===== config.mk =====
export PLATFORM = sky130hd
export DESIGN_NAME = ext_unit
export DESIGN_NICKNAME = d
export VERILOG_FILES = /design/src/rtl/ext_pkg.sv /design/src/rtl/ext_core.sv /design/src/rtl/ext_unit.sv
export SDC_FILE = /design/constraint.sdc
export NUM_CORES = 1
export LEC_CHECK = 0
export BUFFER_PORTS_ARGS = -buffer_cell sky130_fd_sc_hd__buf_2
export CORE_ASPECT_RATIO = 1.2
export CORE_MARGIN = 5
export CORE_UTILIZATION = 46
export DETAILED_ROUTE_END_ITERATION = 8
export PLACE_DENSITY = 0.71
export SLEW_MARGIN = 20
export SYNTH_ARGS = -nofsm -noshare
export SYNTH_HDL_FRONTEND = slang
export SYNTH_SLANG_ARGS = --single-unit
export TNS_END_PERCENT = 5

===== constraint.sdc =====
create_clock -name clk -period 3.8 [get_ports clk]
set_input_delay 0.57 -clock clk [delete_from_list [all_inputs] [get_ports clk]]
set_output_delay 0.57 -clock clk [all_outputs]
set_load 0.02 [all_outputs]

===== src/rtl/ext_pkg.sv =====
// Mode codes shared by the extension unit and its decoder/control neighbours.
package ext_pkg;

    localparam int unsigned EXT_MODE_W = 3;

    typedef enum logic [EXT_MODE_W-1:0] {
        EXT_SIGN = 3'd0,
        EXT_ZERO = 3'd1,
        EXT_LUI  = 3'd2,
        EXT_LB   = 3'd3,
        EXT_LBU  = 3'd4,
        EXT_LH   = 3'd5,
        EXT_LHU  = 3'd6,
        EXT_WORD = 3'd7
    } ext_mode_e;

endpackage


===== src/rtl/ext_core.sv =====
// Combinational extender: immediate and load-lane extension plus alignment fault.
module ext_core
    import ext_pkg::*;
#(
    parameter int unsigned DATA_W = 32,
    parameter int unsigned IMM_W  = 16,
    parameter int unsigned OFS_W  = 2
) (
    input  ext_mode_e         mode,
    input  logic [IMM_W-1:0]  imm,
    input  logic [DATA_W-1:0] data,
    input  logic [OFS_W-1:0]  ofs,
    output logic [DATA_W-1:0] result_c,
    output logic              misalign_c
);

    logic [OFS_W-1:0] half_ofs;
    logic [7:0]       byte_lane;
    logic [15:0]      half_lane;

    // Lane extraction: byte at ofs, halfword at the even byte below ofs.
    always_comb begin
        half_ofs  = ofs & ~OFS_W'(1);
        byte_lane = 8'(data >> {ofs, 3'b000});
        half_lane = 16'(data >> {half_ofs, 3'b000});
    end

    // Mode decode; a faulting access returns zero so nothing stale leaks downstream.
    always_comb begin
        result_c   = '0;
        misalign_c = 1'b0;
        unique case (mode)
            EXT_SIGN: result_c = DATA_W'($signed(imm));
            EXT_ZERO: result_c = DATA_W'(imm);
            EXT_LUI:  result_c = DATA_W'(imm) << (DATA_W - IMM_W);
            EXT_LB:   result_c = DATA_W'($signed(byte_lane));
            EXT_LBU:  result_c = DATA_W'(byte_lane);
            EXT_LH: begin
                if (ofs[0]) misalign_c = 1'b1;
                else        result_c   = DATA_W'($signed(half_lane));
            end
            EXT_LHU: begin
                if (ofs[0]) misalign_c = 1'b1;
                else        result_c   = DATA_W'(half_lane);
            end
            EXT_WORD: begin
                if (ofs != '0) misalign_c = 1'b1;
                else           result_c   = data;
            end
            default: ;
        endcase
    end

endmodule


===== src/rtl/ext_unit.sv =====
// Registered immediate/load extender with valid/ready handshake and a skid entry.
module ext_unit
    import ext_pkg::*;
#(
    parameter  int unsigned DATA_W = 32,
    parameter  int unsigned IMM_W  = 16,
    parameter  int unsigned TAG_W  = 5,
    localparam int unsigned OFS_W  = $clog2(DATA_W / 8)
) (
    input  logic                  clk,
    input  logic                  reset,
    input  logic                  flush,
    input  logic                  in_valid,
    output logic                  in_ready,
    input  logic [EXT_MODE_W-1:0] in_mode,
    input  logic [IMM_W-1:0]      in_imm,
    input  logic [DATA_W-1:0]     in_data,
    input  logic [OFS_W-1:0]      in_ofs,
    input  logic [TAG_W-1:0]      in_tag,
    output logic                  out_valid,
    input  logic                  out_ready,
    output logic [DATA_W-1:0]     out_result,
    output logic                  out_misalign,
    output logic [TAG_W-1:0]      out_tag
);

    logic [DATA_W-1:0] core_result;
    logic              core_misalign;

    logic              skid_valid;
    logic [DATA_W-1:0] skid_result;
    logic              skid_misalign;
    logic [TAG_W-1:0]  skid_tag;

    logic in_xfer;
    logic out_load;

    ext_core #(
        .DATA_W (DATA_W),
        .IMM_W  (IMM_W),
        .OFS_W  (OFS_W)
    ) u_core (
        .mode       (ext_mode_e'(in_mode)),
        .imm        (in_imm),
        .data       (in_data),
        .ofs        (in_ofs),
        .result_c   (core_result),
        .misalign_c (core_misalign)
    );

    // in_ready comes straight from the skid flop, so out_ready never reaches it.
    assign in_ready = ~skid_valid;
    assign in_xfer  = in_valid & in_ready;
    assign out_load = ~out_valid | out_ready;

    // Output register fed from skid first (ordering), skid catches inputs during a stall.
    always_ff @(posedge clk) begin
        if (reset) begin
            out_valid     <= 1'b0;
            out_result    <= '0;
            out_misalign  <= 1'b0;
            out_tag       <= '0;
            skid_valid    <= 1'b0;
            skid_result   <= '0;
            skid_misalign <= 1'b0;
            skid_tag      <= '0;
        end else if (flush) begin
            out_valid  <= 1'b0;
            skid_valid <= 1'b0;
        end else if (out_load) begin
            if (skid_valid) begin
                out_valid    <= 1'b1;
                out_result   <= skid_result;
                out_misalign <= skid_misalign;
                out_tag      <= skid_tag;
                skid_valid   <= 1'b0;
            end else begin
                out_valid <= in_xfer;
                if (in_xfer) begin
                    out_result   <= core_result;
                    out_misalign <= core_misalign;
                    out_tag      <= in_tag;
                end
            end
        end else if (in_xfer) begin
            skid_valid    <= 1'b1;
            skid_result   <= core_result;
            skid_misalign <= core_misalign;
            skid_tag      <= in_tag;
        end
    end

endmodule


==> impl_metrics.yaml <==
synth:
  yosys_warnings: 0
  syn-num-nets: 490
  ys_types: 47
  synth_area_mm2: 0.00378
  ys.flop_type: "dfxtp_1"
  synthTopCellsByCount: "dfxtp_1, nor2_1, a211oi_1, a221oi_1, nand2_1"
  syn-instance-count: 427
  synth_area_leaders: "dfxtp_1, a221oi_1, a211oi_1"
  yosys.area.top_type_share: 0.413
  yosys.area.top_type: "dfxtp_1"
  yosysMostFrequentCell: "dfxtp_1"
  async_flop_share: 0
  synth_edf_count: 0
  ys_seq_area_frac: 0.413
  avgSynthCellArea_um2: 8.85
  synth-seq-cells: 78
timing:
  relSlewSlack: 0.494
  setup_viol: 0
  setup_tns_ns: 0
  hold_violations: 0
  finalCritPeriodShare: 0.658
  grt_setup_unrepaired: "no"
  tightest_slew_ns: 0.758
  skew_ns: 0.0140
  slew_viol_final: 0
  max_freq_mhz: 400
  timing.final.crit_period_ns: 2.50
final_layout:
  fillers: 759
  antenna_cells: 0
  final_util: 0.560
  multiInputGateArea_mm2: 0.00205
  drive_above_1_share: 0.267
  seqCellArea_mm2: 0.00156
  area.growth.synth_to_final_pct: 19.4
  nets: 574
clocking:
  cts_buffers: 9
  cts_tree: "yes"
  cts_buffer_depth: 2
  clkSlewWorstSetupHoldPaths_ns: 0.09
  h-tree-depth: 3
  postCtsSetupBuffers: 0
  clk-insertion-delay-late_ns: 0.37
  post_cts_resize_count: 0
  cts_root_buffer: "clkbuf_8"
  ctsHoldBuffers: 0
  numClockSinks: 78
power_and_ir_drop:
  vdd_drop_max_mv: 0.221
  p_comb_frac: 0.164
  p_switching_uw: 554
  pwr-share-seq: 0.490
  power.density_mw_per_mm2: 392
  clock_power_share: 0.346
  p_int_mw: 1.21
  p_leak_nw: 1.69
  swShare: 0.313
status:
  status: "finished, final reports clean"
floorplan:
  start_util: 0.469
  die_area_mm2: 0.0101
  dieWidth_um: 92.7
  ios: 103
  coreArea_mm2: 0.00806
  die_h_um: 109
  rows: 36
grt:
  gr-total-overflow: 0
  grt_pass1_wl_um: 18600
  first_global_vias: 3544
  antenna_found_initial: 0
  grtUsageTotal: 0.234
  grt_max_degree: 49
worst_setup_path:
  path_delay_family: "buffers and inverters"
  critPathKind: "register to primary output"
  cp-startpoint: "skid_valid"
  crit_buf_inv: 3
  critPathMaxFanout: 25
  max_stage_delay_ns: 0.74
  path_cells: "inv_1 > buf_4 > buf_2"
  critPathRequiredTime_ns: 3.23
  endpoint_kind: "primary output"
  slowest_stage: "dfxtp_1"
  cp-start-kind: "register"
  rr_startpoint: "skid_valid"
  crit_arrival_ns: 1.93
placement:
  gp_congestion: 0.889
  port_buffers: 102
  dp_hpwl_um: 8590
drt:
  avgRoutedWirePerCell_um: 19.4
  wirelength_um: 11900
  drtIter0Drc: 337
  drc: 0
  vias_per_cell: 6.17
  ant_nets: 0
  first_pass_iters: 6
  vias: 3770
run:
  maxCapViolations: 0
hold_path:
  worstHoldPathType: "primary input to register"
  hp-start: "in_tag[4]"
==> worst paths after layout <==
path,slack (ns),cells after the start,end
setup / recovery,1.30,3,in_ready
hold / removal,0.46,3,skid_tag[4]
setup reg to reg,1.49,5,skid_result[24]
hold reg to reg,0.47,2,out_result[14]
==> power groups by stage <==
stage	Combinational [mW]	Clock, mW	Sequential, mW
finish	0.290	0.612	0.866
global route	0.315	0.658	0.870
CTS	0.289	0.624	0.866
detailed placement	0.288	0	0.885
global placement	0.284	0	0.884
floorplan	0.143	0	0.915
==> registers in the layout (all words and copies together), names as in the netlist <==
register	cells
out_result	32
skid_result	32
out_tag	5
skid_tag	5
out_misalign	1
out_valid	1
skid_misalign	1
skid_valid	1
==> final cells by class <==
class | instances | share of cell area
clock buffers | 9 | 0.0275
clock inverters | 7 | 0.0147
inverters | 2 | 0.00166
multi-input cells | 308 | 0.454
flip-flops and latches | 78 | 0.346
well taps | 95 | 0.0263
repair buffers | 112 | 0.130
==> metrics by stage <==
step                      hold WS [ns]  cells  power (mW)  area, um^2  worst slack, ns
final                            0.463    611        1.77        4510             1.30
after global routing             0.482    611        1.84        4510             1.18
after CTS                        0.453    611        1.78        4510             1.28
after detailed placement         0.458    595        1.17        4320             1.04
after global placement           0.453    595        1.17        4320             1.09
after floorplan                  0.454    427        1.06        3780             1.64
==> cells by family (layout without fill, tap and decap cells) <==
logic type,count (synthesis),in the layout,share of synthesized area
AND/OR/NAND/NOR,136,136,0.179
flip-flops,78,78,0.413
buffers and inverters,41,130,0.0493
AO/OA/AOI/OAI,159,159,0.321
multiplexers,12,12,0.0351
XOR/XNOR,1,1,0.00232
==> layer usage <==
metal | routed length (um) | part of all wire | vias up | track usage
met3 | 799 | 0.067 | 20 | 0.0380
met1 | 4870 | 0.41 | 1786 | 0.301
met2 | 5960 | 0.50 | 159 | 0.397
met5 | 0 | 0 | - | 0
met4 | 231 | 0.019 | 0 | 0.0880
li1 | - | - | 1805 | -
==> worst min-delay path, cell delays in order <==
cell and delay (ns):
buf_2 0.09, mux2i_1 0.06, nor2_1 0.07
==> placed cells by master (no fill, tap or decap), types with 2 or more instances in the layout <==
cell type	synthesis	layout
a211oi_1	32	32
nand3b_1	2	2
a21o_1	15	15
nor2_1	56	55
a22oi_1	16	16
buf_2	8	102
o21bai_1	7	7
nand4b_1	2	2
nand2b_1	10	10
nor3b_2	1	2
mux2i_1	11	11
nor4_1	8	8
nand3_1	2	2
or3_1	2	2
nor3_2	1	2
a311oi_1	14	14
nand2_1	31	31
a222oi_1	7	7
buf_4	2	10
inv_1	2	2
o21ai_1	3	3
and2_1	2	2
a21boi_0	2	2
a221oi_1	32	32
o21ai_0	23	23
clkbuf_8	0	9
dfxtp_1	78	78
inv_6	0	5
a21oi_1	3	3
nor2b_1	9	9
inv_8	0	2
Power figures use the tool's default switching activity.
